$ cat src/rtl/pipe_reg_monitor.sv
// Run/dump monitor beside a pipelined CPU: counts RUN cycles, traces watched writebacks, then streams a register-file dump.
// Optional build macro MON_STALL_TIMEOUT_EN adds an idle-writeback watchdog that ends RUN early.
module pipe_reg_monitor #(
  parameter int DATA_W      = 32,
  parameter int REG_NUM     = 32,
  parameter int ADDR_W      = 5,
  parameter int END_COUNT   = 100,
  parameter int NUM_WATCH   = 2,
  parameter int TRACE_DEPTH = 16,
  parameter int CNT_W       = 16,
  parameter int TIMEOUT     = 64
) (
  input  logic                        clk_i,
  input  logic                        rst_i,
  input  logic                        start_i,
  input  logic                        wb_en_i,
  input  logic [ADDR_W-1:0]           wb_addr_i,
  input  logic [DATA_W-1:0]           wb_data_i,
  input  logic [NUM_WATCH*ADDR_W-1:0] watch_addr_i,
  output logic [ADDR_W-1:0]           rf_rd_addr_o,
  input  logic [DATA_W-1:0]           rf_rd_data_i,
  output logic                        dump_valid_o,
  input  logic                        dump_ready_i,
  output logic [ADDR_W-1:0]           dump_addr_o,
  output logic [DATA_W-1:0]           dump_data_o,
  output logic                        trace_valid_o,
  input  logic                        trace_ready_i,
  output logic [ADDR_W-1:0]           trace_addr_o,
  output logic [DATA_W-1:0]           trace_data_o,
  output logic [CNT_W-1:0]            cycle_cnt_o,
  output logic [1:0]                  state_o,
  output logic                        done_o,
  output logic                        overflow_o,
  output logic                        timeout_o
);

  localparam logic [1:0] S_IDLE = 2'd0;
  localparam logic [1:0] S_RUN  = 2'd1;
  localparam logic [1:0] S_DUMP = 2'd2;
  localparam logic [1:0] S_DONE = 2'd3;

  localparam int PTR_W = $clog2(TRACE_DEPTH);
  localparam int ENT_W = ADDR_W + DATA_W;

  if (REG_NUM > (1 << ADDR_W) || END_COUNT < 1 || NUM_WATCH < 1 || TRACE_DEPTH < 2 ||
      (TRACE_DEPTH & (TRACE_DEPTH - 1)) != 0 || TIMEOUT < 1) begin : g_param_check
    $error("pipe_reg_monitor: illegal parameter set");
  end

  function automatic logic [CNT_W-1:0] sat_inc(input logic [CNT_W-1:0] v);
    return (&v) ? v : v + CNT_W'(1);
  endfunction

  logic [1:0]        state;
  logic [CNT_W-1:0]  cycle_cnt;
  logic [ADDR_W-1:0] dump_idx;
  logic              dump_last;
  logic              dump_valid;
  logic [ADDR_W-1:0] dump_addr;
  logic [DATA_W-1:0] dump_data;
  logic              done;
  logic              overflow;
  logic              run_end;
  logic              stall_to;
  logic              dump_take;

  logic              watch_hit;
  logic              push;
  logic              pop;
  logic              push_ok;
  logic              empty;
  logic              full;
  logic [PTR_W:0]    wr_ptr;
  logic [PTR_W:0]    rd_ptr;
  logic [ENT_W-1:0]  mem [TRACE_DEPTH];
  logic [ENT_W-1:0]  head;

  // Duplicate watch channels collapse into a single hit.
  always_comb begin
    watch_hit = 1'b0;
    for (int k = 0; k < NUM_WATCH; k++) begin
      if (wb_addr_i == watch_addr_i[k*ADDR_W +: ADDR_W]) watch_hit = 1'b1;
    end
  end

  assign push    = (state == S_RUN) && wb_en_i && (wb_addr_i != '0) && watch_hit;
  assign empty   = (wr_ptr == rd_ptr);
  assign full    = (wr_ptr[PTR_W] != rd_ptr[PTR_W]) &&
                   (wr_ptr[PTR_W-1:0] == rd_ptr[PTR_W-1:0]);
  assign pop     = !empty && trace_ready_i;
  assign push_ok = push && (!full || pop);

  always_ff @(posedge clk_i) begin
    if (rst_i) begin
      wr_ptr   <= '0;
      rd_ptr   <= '0;
      overflow <= 1'b0;
    end else begin
      if (push_ok) wr_ptr <= wr_ptr + (PTR_W+1)'(1);
      if (pop)     rd_ptr <= rd_ptr + (PTR_W+1)'(1);
      if (push && full && !pop) overflow <= 1'b1;
    end
  end

  always_ff @(posedge clk_i) begin
    if (push_ok) mem[wr_ptr[PTR_W-1:0]] <= {wb_addr_i, wb_data_i};
  end

  assign head          = mem[rd_ptr[PTR_W-1:0]];
  assign trace_valid_o = !empty;
  assign trace_addr_o  = empty ? '0 : head[ENT_W-1:DATA_W];
  assign trace_data_o  = empty ? '0 : head[DATA_W-1:0];

`ifdef MON_STALL_TIMEOUT_EN
  localparam int IDLE_W = $clog2(TIMEOUT + 1);
  logic [IDLE_W-1:0] idle_cnt;
  logic              timeout_q;

  // Fires on the edge where the idle count would reach TIMEOUT.
  assign stall_to = (state == S_RUN) && !wb_en_i && (idle_cnt == IDLE_W'(TIMEOUT - 1));

  always_ff @(posedge clk_i) begin
    if (rst_i) begin
      idle_cnt  <= '0;
      timeout_q <= 1'b0;
    end else begin
      if (state != S_RUN || wb_en_i) idle_cnt <= '0;
      else                           idle_cnt <= idle_cnt + IDLE_W'(1);
      if (stall_to) timeout_q <= 1'b1;
    end
  end

  assign timeout_o = timeout_q;
`else
  assign stall_to  = 1'b0;
  assign timeout_o = 1'b0;
`endif

  assign run_end   = (cycle_cnt == CNT_W'(END_COUNT - 1));
  assign dump_take = (state == S_DUMP) && !dump_last && (!dump_valid || dump_ready_i);

  always_ff @(posedge clk_i) begin
    if (rst_i) begin
      state      <= S_IDLE;
      cycle_cnt  <= '0;
      dump_idx   <= '0;
      dump_last  <= 1'b0;
      dump_valid <= 1'b0;
      dump_addr  <= '0;
      dump_data  <= '0;
      done       <= 1'b0;
    end else begin
      case (state)
        S_IDLE: begin
          if (start_i) begin
            state     <= S_RUN;
            cycle_cnt <= '0;
          end
        end
        S_RUN: begin
          if (stall_to) begin
            state <= S_DUMP;
          end else begin
            cycle_cnt <= sat_inc(cycle_cnt);
            if (run_end) state <= S_DUMP;
          end
        end
        S_DUMP: begin
          if (dump_take) begin
            dump_data  <= rf_rd_data_i;
            dump_addr  <= dump_idx;
            dump_valid <= 1'b1;
            dump_idx   <= dump_idx + ADDR_W'(1);
            if (dump_idx == ADDR_W'(REG_NUM - 1)) dump_last <= 1'b1;
          end else if (dump_valid && dump_ready_i) begin
            // Only reachable once the final beat has been issued.
            dump_valid <= 1'b0;
            state      <= S_DONE;
            done       <= 1'b1;
          end
        end
        default: begin
        end
      endcase
    end
  end

  assign rf_rd_addr_o = dump_idx;
  assign dump_valid_o = dump_valid;
  assign dump_addr_o  = dump_addr;
  assign dump_data_o  = dump_data;
  assign cycle_cnt_o  = cycle_cnt;
  assign state_o      = state;
  assign done_o       = done;
  assign overflow_o   = overflow;

endmodule

$ cat config.mk
export PLATFORM = sky130hd
export DESIGN_NAME = pipe_reg_monitor
export DESIGN_NICKNAME = d
export VERILOG_FILES = /design/src/rtl/pipe_reg_monitor.sv
export SDC_FILE = /design/constraint.sdc
export NUM_CORES = 1
export LEC_CHECK = 0
export CORE_MARGIN = 1
export CORE_UTILIZATION = 50
export CTS_CLUSTER_DIAMETER = 30
export CTS_CLUSTER_SIZE = 28
export DETAILED_ROUTE_END_ITERATION = 7
export MAX_ROUTING_LAYER = met4
export PLACE_DENSITY_LB_ADDON = 0.05
export SYNTH_ARGS = -nofsm -noshare
export SYNTH_HDL_FRONTEND = slang
export SYNTH_SLANG_ARGS = --single-unit
$ cat constraint.sdc
create_clock -name clk_i -period 7.7 [get_ports clk_i]
set_clock_uncertainty 0.15 [all_clocks]
set_input_delay 1.155 -clock clk_i [delete_from_list [all_inputs] [get_ports clk_i]]
set_output_delay 1.155 -clock clk_i [all_outputs]
set_load 0.05 [all_outputs]
Word-level counts from Yosys, hierarchy flattened
Memories as Yosys holds them, arrays and structs flattened. A register that Yosys moved wholly into a read port is not among the register bits.
Index checks and enable logic that the tools add are counted.
- flip-flop bits (word level): 74
- latch bits: 0
- RAM bits: 592
- bits in read-only memories: 0
- input bits: 85
- logic and storage cells: 79
- memories: 1
- memory list (memory ; depth ; bits a word ; rd ports ; clocked after memory_dff ; write ports ; RTL line ; RTL):
    mem ; 16 ; 37 ; 1 ; 1 ; 1 ; 75 ; logic [ENT_W-1:0] mem [TRACE_DEPTH];
- $add $sub $neg: 4
- multiply operators: 0
- divide/modulo/power cells: 0
- magnitude comparators: 0
- eq/ne operators: 14
- shifts and indexed selects: 0
- muxes and demuxes: 18
- bitwise gates (word level): 1
- reduce and logical (&&, ||, !) cells: 30
- operators by type and width (operator ; number):
    2-to-1 mux 16 bit ; 2
    2-to-1 mux 32 bit ; 1
    case mux 16 bit (2 select lines) ; 1
    adder 16 x 1 -> 16 bit, second input constant ; 1
    equality test 16 x 7 -> 1 bit, second input constant ; 1
    AND reduction 16 bit ; 1
    adder 5 x 1 -> 5 bit, second input constant ; 3
    equality test 5 bit ; 3
    logical AND 1 bit ; 11
    AND reduction 3 bit ; 3
    2-to-1 mux 2 bit ; 4
    2-to-1 mux 4 bit ; 2
    inequality test 2 bit, second input constant ; 4
    2-to-1 mux 1 bit ; 6
    case mux 2 bit (3 select lines) ; 1
    equality test 5 bit, second input constant ; 1
    logical NOT 1 bit ; 5
    2-to-1 mux 5 bit ; 1
    AND reduction 5 bit ; 1
    nonzero test 5 bit ; 1
    equality test 4 bit ; 1
    AND reduction 2 bit ; 2
    nonzero test 2 bit ; 2
    nonzero test 3 bit ; 1
    7 further kinds ; 8

Longest topological paths before layout
Gate-level depths: netlist of the first run.
- depth in word-level cells: 7
- depth in mapped cells: 8

Least setup slack after synthesis of the first run
Ideal clock, no wire load.
- kind: input to register
- start: input wb_addr_i[2]
- end: memory mem[3][0] (netlist bit), enable pin
- arrival: 5.386 ns
- required time: 7.026 ns
- slack: 1.640 ns
- stages: 5
- cells stage by stage: xor2_1 -> nor3_1 -> a22oi_1 -> clkbuf_1 -> nor4_1
- longest elaborated chain between the ends: 7
- elaborated cells on any way between the ends: 10
- classes of those cells: eq/ne (2); mux (4); reduce/logical (4)
- RTL lines (element ; RTL line ; RTL):
    start: declaration ; 17 ; input logic [ADDR_W-1:0] wb_addr_i,
    equality test 5 bit ; 82 ; if (wb_addr_i == watch_addr_i[k*ADDR_W +: ADDR_W]) watch_hit = 1'b1;
    2-to-1 mux 1 bit (2 in a row) ; 82 ;
    logical AND 1 bit (*) ; 86 ; assign push = (state == S_RUN) && wb_en_i && (wb_addr_i != '0) && watch_hit;
    logical AND 1 bit (*) ; 91 ; assign push_ok = push && (!full || pop);
    2-to-1 mux 1 bit (*) ; 106 ; if (push_ok) mem[wr_ptr[PTR_W-1:0]] <= {wb_addr_i, wb_data_i};
    2-to-1 mux 1 bit (implied by the code) (*) ; 106 ;
    end: declaration ; 75 ;
Mark *: on every way between the ends. The rest lies on a longest branch, timed or not.

==> results of run 1 <==
## sequential cells by signal (all words and copies together) (netlist names), 2 cells and up, named ones only
signal,count
mem,592
cycle_cnt_o,16
state_o,2
rf_rd_addr_o,5
rd_ptr,5
dump_data_o,32
dump_addr_o,5
wr_ptr,5
## stage by stage
step	cells	setup WS [ns]
detailed placement	2121	2.513
finish	2360	2.181
floorplan	1300	1.640
global placement	2121	2.633
global route	2360	1.982
CTS	2359	2.061
## path summary, 6_finish.rpt
kind	start	to	slack, ns	cells after the start
worst max-delay path	flip-flop	trace_data_o[19]	2.18	5
worst min register to register	dump_data_o[0]$_SDFFE_PP0P_	dump_data_o[0]$_SDFFE_PP0P_	0.30	2
worst max register to register	state_o[0]$_SDFFE_PP0P_	mem[10][19]$_DFFE_PP_	3.99	6
worst min-delay path	dump_data_o[0]$_SDFFE_PP0P_	dump_data_o[0]$_SDFFE_PP0P_	0.30	2
## per-layer routing
layer / GRT usage / share of wire / routed length, microns / vias to the layer above
li1: - / - / - / 5931
met4: 0.09416 / 0.023 / 1328 / 0
met5: - / 0 / 0 / -
met1: 0.3049 / 0.44 / 25110 / 7027
met2: 0.3413 / 0.48 / 27200 / 407
met3: 0.04921 / 0.055 / 3102 / 97
## power by group through the flow
| stage | Clock [uW] | Combinational (uW) | Sequential [uW] |
|---|---|---|---|
| 4_1_cts | 5760 | 540 | 4030 |
| 3_5_place_dp | 0 | 539 | 4090 |
| 5_1_grt | 5920 | 575 | 4030 |
| 6_report | 5670 | 535 | 4030 |
| 3_3_place_gp | 0 | 533 | 4090 |
| 2_1_floorplan | 0 | 225 | 4200 |
## layout by cell type (no fill, tap or decap), types with 18 or more instances in the layout
cell type / n
inv_6: 20
dfxtp_1: 74
a21oi_1: 48
and2_1: 40
nor2_1: 33
buf_4: 22
mux4_1: 49
nand2_1: 93
bufinv_16: 18
clkinv_1: 18
xor2_1: 18
edfxtp_1: 592
mux4_2: 136
clkbuf_16: 133
clkdlybuf4s50_1: 184
## worst reg2reg max path, stage by stage, from the launching register on
cell and delay, ns:
dfxtp_1 0.43, ha_1 0.47, o311a_1 0.31, o31ai_2 0.15, nor2_1 0.58, and3_2 0.75, buf_4 0.51
## cell usage after synthesis, types with 2 or more instances
library cell / n / area [sq um]
mux4_2: 136 / 3063
a31oi_1: 3 / 18.77
or3_1: 5 / 31.28
buf_2: 6 / 30.03
and3_1: 18 / 112.6
o21ai_0: 8 / 40.04
mux2i_1: 3 / 30.03
nand2_1: 93 / 349.1
nor2b_1: 3 / 18.77
o31ai_1: 5 / 37.54
buf_12: 10 / 200.2
nand4_1: 5 / 31.28
nand2b_1: 2 / 12.51
mux4_1: 49 / 1287
nand3_1: 8 / 40.04
and2_1: 40 / 250.2
dfxtp_1: 78 / 1562
buf_1: 8 / 30.03
nor4_1: 6 / 37.54
xor2_1: 18 / 157.7
buf_6: 4 / 45.04
or4_1: 4 / 30.03
clkbuf_1: 39 / 146.4
a21oi_1: 48 / 240.2
nor3_1: 7 / 35.03
inv_1: 12 / 45.04
o211ai_1: 2 / 15.01
edfxtp_1: 592 / 17780
a211oi_1: 2 / 15.01
nor2_1: 33 / 123.9
ha_1: 13 / 162.7
xnor2_1: 14 / 122.6
## cell type report
| type | instances | share of cell area |
|---|---|---|
| Tap cell | 680 | 0.02556 |
| Clock inverter | 90 | 0.03131 |
| Inverter | 12 | 0.001353 |
| Antenna cell | 1 | 0.00007518 |
| Sequential cell | 670 | 0.5813 |
| Multi-Input combinational cell | 549 | 0.1955 |
| Clock buffer | 148 | 0.1026 |
| Timing Repair Buffer | 210 | 0.06225 |
## cells by family (layout without fill, tap and decap cells)
| kind of cell | Yosys count | count (layout) | share of synthesized area |
|---|---|---|---|
| other cells | 1 | 2 | 0.0001424 |
| flops | 670 | 670 | 0.7343 |
| xor+xnor | 32 | 32 | 0.01064 |
| compound gates | 83 | 83 | 0.01915 |
| buf+inv | 81 | 460 | 0.01971 |
| fa+ha+maj | 13 | 13 | 0.006176 |
| mux | 188 | 188 | 0.1663 |
| simple gates | 232 | 232 | 0.04361 |
==> results.yml, run 1 <==
clock_network:
  ctsLongestPathBuffers: 3
  insertion_delay_ns: 0.70
  cts_tree: "yes"
  cts_resized: 0
  clk_pin_slew_ns: 0.04
  cts_num_sinks: 670
  cts_buffers: 130
  hold_buffers: 0
  cts_setup_buffers: 0
  clockRootBuffer: "clkbuf_16"
  htree_levels: 4
synthesis:
  synth-seq-area-share: 0.7343
  ys_seq_elements: 670
  syn_inst: 1300
  syn_avg_cell_area_sq_um: 20.26
  synth-main-ff-cell: "edfxtp_1"
  synth_edf_count: 592
  synth_nets: 1398
  syn_area_sq_um: 26340
  async_flop_share: 0
  yosys_warnings: 0
  ys_types: 58
critical_path:
  path_cells: "buf_12 -> mux4_1 -> mux4_2 -> and2_1 -> clkdlybuf4s50_1"
  path_delay_family: "buffers and inverters"
  path_class: "flip-flop to output port"
  worstSetupStartpointType: "flip-flop"
  path_max_fanout: 56
  critPathRequiredTime_ns: 6.39
  crit_buf_inv: 2
  end_kind: "output port"
  slowest_stage: "dfxtp_4"
  cp_data_arrival_time_ns: 4.21
  cp_slowest_stage_delay_ns: 0.94
place:
  port_buffers: 185
  finalWeightedCongestion: 0.7575
  dp_hpwl_mm: 28.38
  dpl-instance-area_sq_um: 28830
outcome:
  outcome: "finished clean"
power:
  p_sw_frac: 0.2192
  power_leakage_uw: 0.01074
  power.density_nw_per_um2: 307.3
  power_frac_seq: 0.394
  ir_drop_v: 0.0001938
  p_sw_uw: 2242
  power.internal_uw: 7988
  pwr-share-clk: 0.554
  power_uw: 10230
  combinationalPowerShare: 0.052
grt:
  grt.total_usage: 0.2279
  grt_pass1_vias: 14230
  grt_overflow: 0
  grt_pass1_wl_mm: 86.37
  grt_max_degree: 100
  antenna_found_initial: 3
routing:
  first_pass_iters: 4
  drtIter0Drc: 1029
  wl_per_cell_microns: 24.04
  dr_total_vias: 13460
  vias_per_cell: 5.704
  drc: 0
  routed_wl_mm: 56.74
  ant_nets: 0
final_layout:
  syn_to_final_growth_pct: 26.38
  drive_above_1_share: 0.2359
  fin_util: 0.6436
  multiInputGateArea_sq_um: 6509
  final_area_sq_um: 33290
  fillers: 3594
  nets: 1671
  seq_area_sq_um: 19350
sta:
  worstMarginPinSlew_ns: 1.055
  min_period_ns: 5.519
  setup_tns_ns: 0
  holdWs_ns: 0.3016
  final_hold_viol_count: 0
  slew-limit-headroom: 0.2964
  rsz0062_at_grt: "no"
  fmax_ghz: 0.1812
  slew_viol_final: 0
  fin_crit_sh: 0.7168
  setup_viol: 0
hold_path:
  min_path_type: "flip-flop to flip-flop"
die:
  top_level_ports: 187
  fp.dieH_microns: 231.5
  start_util: 0.5093
  row_count: 83
  die_area_sq_um: 53600
  die_x_microns: 231.5
  core_sq_um: 51720
flow_run:
  max_cap_violations: 0
(Power assumes the default switching activity.)
==> run 2, diff against run 1 <==
==> constraint.sdc (replaced) <==
create_clock -name clk_i -period 4.9 [get_ports clk_i]
set_clock_uncertainty 0.15 [all_clocks]
set_input_delay 0.735 -clock clk_i [delete_from_list [all_inputs] [get_ports clk_i]]
set_output_delay 0.735 -clock clk_i [all_outputs]
set_load 0.05 [all_outputs]
==> results.yml, run 2 (synthesis results as in run 1) <==
critical_path:
  path_class: "flip-flop to output port"
  slowest_stage: "mux4_1"
  path_max_fanout: 39
  path_cells: "buf_12 -> mux4_1 -> mux4_2 -> and2_1 -> clkdlybuf4s50_1"
  path_delay_family: "multiplexers"
  r2r_slack_ns: 1.45
  r2r-start: "state_o[0]$_SDFFE_PP0P_"
  rr_worst_depth: 6
  worstSetupStartpointType: "flip-flop"
  critPathRequiredTime_ns: 4.01
  cp_data_arrival_time_ns: 3.68
  timing.rr.end: "mem[7][27]$_DFFE_PP_"
  cp_slowest_stage_delay_ns: 0.69
  end_kind: "output port"
  crit_buf_inv: 2
clock_network:
  hold_buffers: 0
  cts_setup_buffers: 0
  cts_num_sinks: 670
  ctsLongestPathBuffers: 3
  htree_levels: 4
  cts_tree: "yes"
  clockRootBuffer: "clkbuf_16"
  clk_pin_slew_ns: 0.04
  cts_buffers: 136
  cts_resized: 0
  insertion_delay_ns: 0.69
final_layout:
  drive_above_1_share: 0.2375
  nets: 1692
  largest_register_ffs: 592
  n_antenna_cell: 0
  syn_to_final_growth_pct: 27.39
  final_common_cell: "edfxtp_1"
  final_cell_mix: "592 x edfxtp_1, 184 x clkdlybuf4s50_1, 139 x clkbuf_16"
hold_path:
  holdPathEnd: "cycle_cnt_o[5]$_SDFFE_PP0P_"
  min_from: "rst_i"
  hold_depth: 2
  min_path_type: "primary input to flip-flop"
grt:
  grt_overflow: 0
  antenna_found_initial: 0
  grt_pass1_wl_mm: 86.76
  grt_max_degree: 46
  grt.total_usage: 0.2282
  grt_pass1_vias: 14410
die:
  core_sq_um: 51720
  fp.dieH_microns: 231.5
  die_x_microns: 231.5
  start_util: 0.5093
  row_count: 83
  die_area_sq_um: 53600
  top_level_ports: 187
routing:
  dr_total_vias: 13440
  first_pass_iters: 5
  vias_per_cell: 5.643
  routed_wl_mm: 56.69
  ant_nets: 0
  wl_per_cell_microns: 23.81
  drtIter0Drc: 990
  drc: 0
outcome:
  outcome: "finished clean"
sta:
  fmax_ghz: 0.2189
  worstMarginPinSlew_ns: 0.9364
  slew_viol_final: 0
  slew-limit-headroom: 0.3757
  min_period_ns: 4.568
  setup_viol: 0
  final_hold_viol_count: 0
  rsz0062_at_grt: "no"
  setup_tns_ns: 0
  fin_crit_sh: 0.9322
  final.setup.worst_slack_ns: 0.3322
place:
  port_buffers: 185
  place_ws_ns: 0.5999
  dp_hpwl_mm: 31.80
  finalWeightedCongestion: 0.7423
power:
  power.density_nw_per_um2: 473.8
  ir_drop_v: 0.0003188
  power_leakage_uw: 0.01082
flow_run:
  max_cap_violations: 0
run 2: cell types whose count changed in the layout (fill, tap and decap cells not counted), moves of 3 or more:
cell       before  now
buf_12          3   20
clkbuf_1       12   29
inv_6          20   12
clkbuf_16     133  139
bufinv_16      18   13
clkinv_1       18   15
clkinv_2       14   17
run 2: how the worst max path moves through the flow:
stage	startpoint	to	slack [ns]	depth (start not counted)
5_1_grt	flip-flop	trace_data_o[20]	0.20	5
6_report	flip-flop	trace_data_o[19]	0.33	5
3_5_place_dp	wb_addr_i[0]	mem[7][19]$_DFFE_PP_	0.60	7
3_3_place_gp	wb_addr_i[0]	mem[7][20]$_DFFE_PP_	0.66	7
2_1_floorplan	state_o[0]$_SDFFE_PP0P_	mem[15][0]$_DFFE_PP_	0.08	5
4_1_cts	flip-flop	trace_data_o[20]	0.26	5
run 2: final cells by class:
class,instances,area [sq um]
inverters,12,45.04
clock buffers,169,3601
flip-flops and latches,670,19350
repair buffers,225,2397
multi-input cells,549,6518
fillers,3536,18170
clock inverters,76,788.3
well taps,680,850.8
run 2: where the power goes:
part,total (uW),internal (uW),switching (uW)
Sequential,6330,6280,46.0
Clock,8710,5860,2850
Combinational,859,307,552
run 2: metrics by stage:
step | power [uW] | util | area [sq um] | hold slack, ns | instances
after floorplan | 6951 | - | 26340 | 0.3314 | 1300
after global placement | 7277 | 0.5639 | 29160 | 0.2912 | 2136
after detailed placement | 7291 | 0.5639 | 29160 | 0.2967 | 2136
after CTS | 16030 | 0.6487 | 33550 | 0.2539 | 2381
after global routing | 16390 | 0.6487 | 33550 | 0.3044 | 2381
final | 15900 | 0.6487 | 33550 | 0.2930 | 2381
run 2: per-layer routing:
layer	part of all wire	GRT usage
met3	0.046	0.04860
met1	0.44	0.2992
met4	0.020	0.08692
met2	0.49	0.3522
met5	0	-
==> run 3, diff against run 2 <==
--- a/config.mk
+++ b/config.mk
@@ -5,6 +5,8 @@
 export SDC_FILE = /design/constraint.sdc
 export NUM_CORES = 1
 export LEC_CHECK = 0
+export ABC_CLOCK_PERIOD_IN_PS = 4900
+export CAP_MARGIN = 20
 export CORE_MARGIN = 1
 export CORE_UTILIZATION = 50
 export CTS_CLUSTER_DIAMETER = 30
==> results of run 3 <==
Final layout, timing and power as in run 2 (identical DEF).
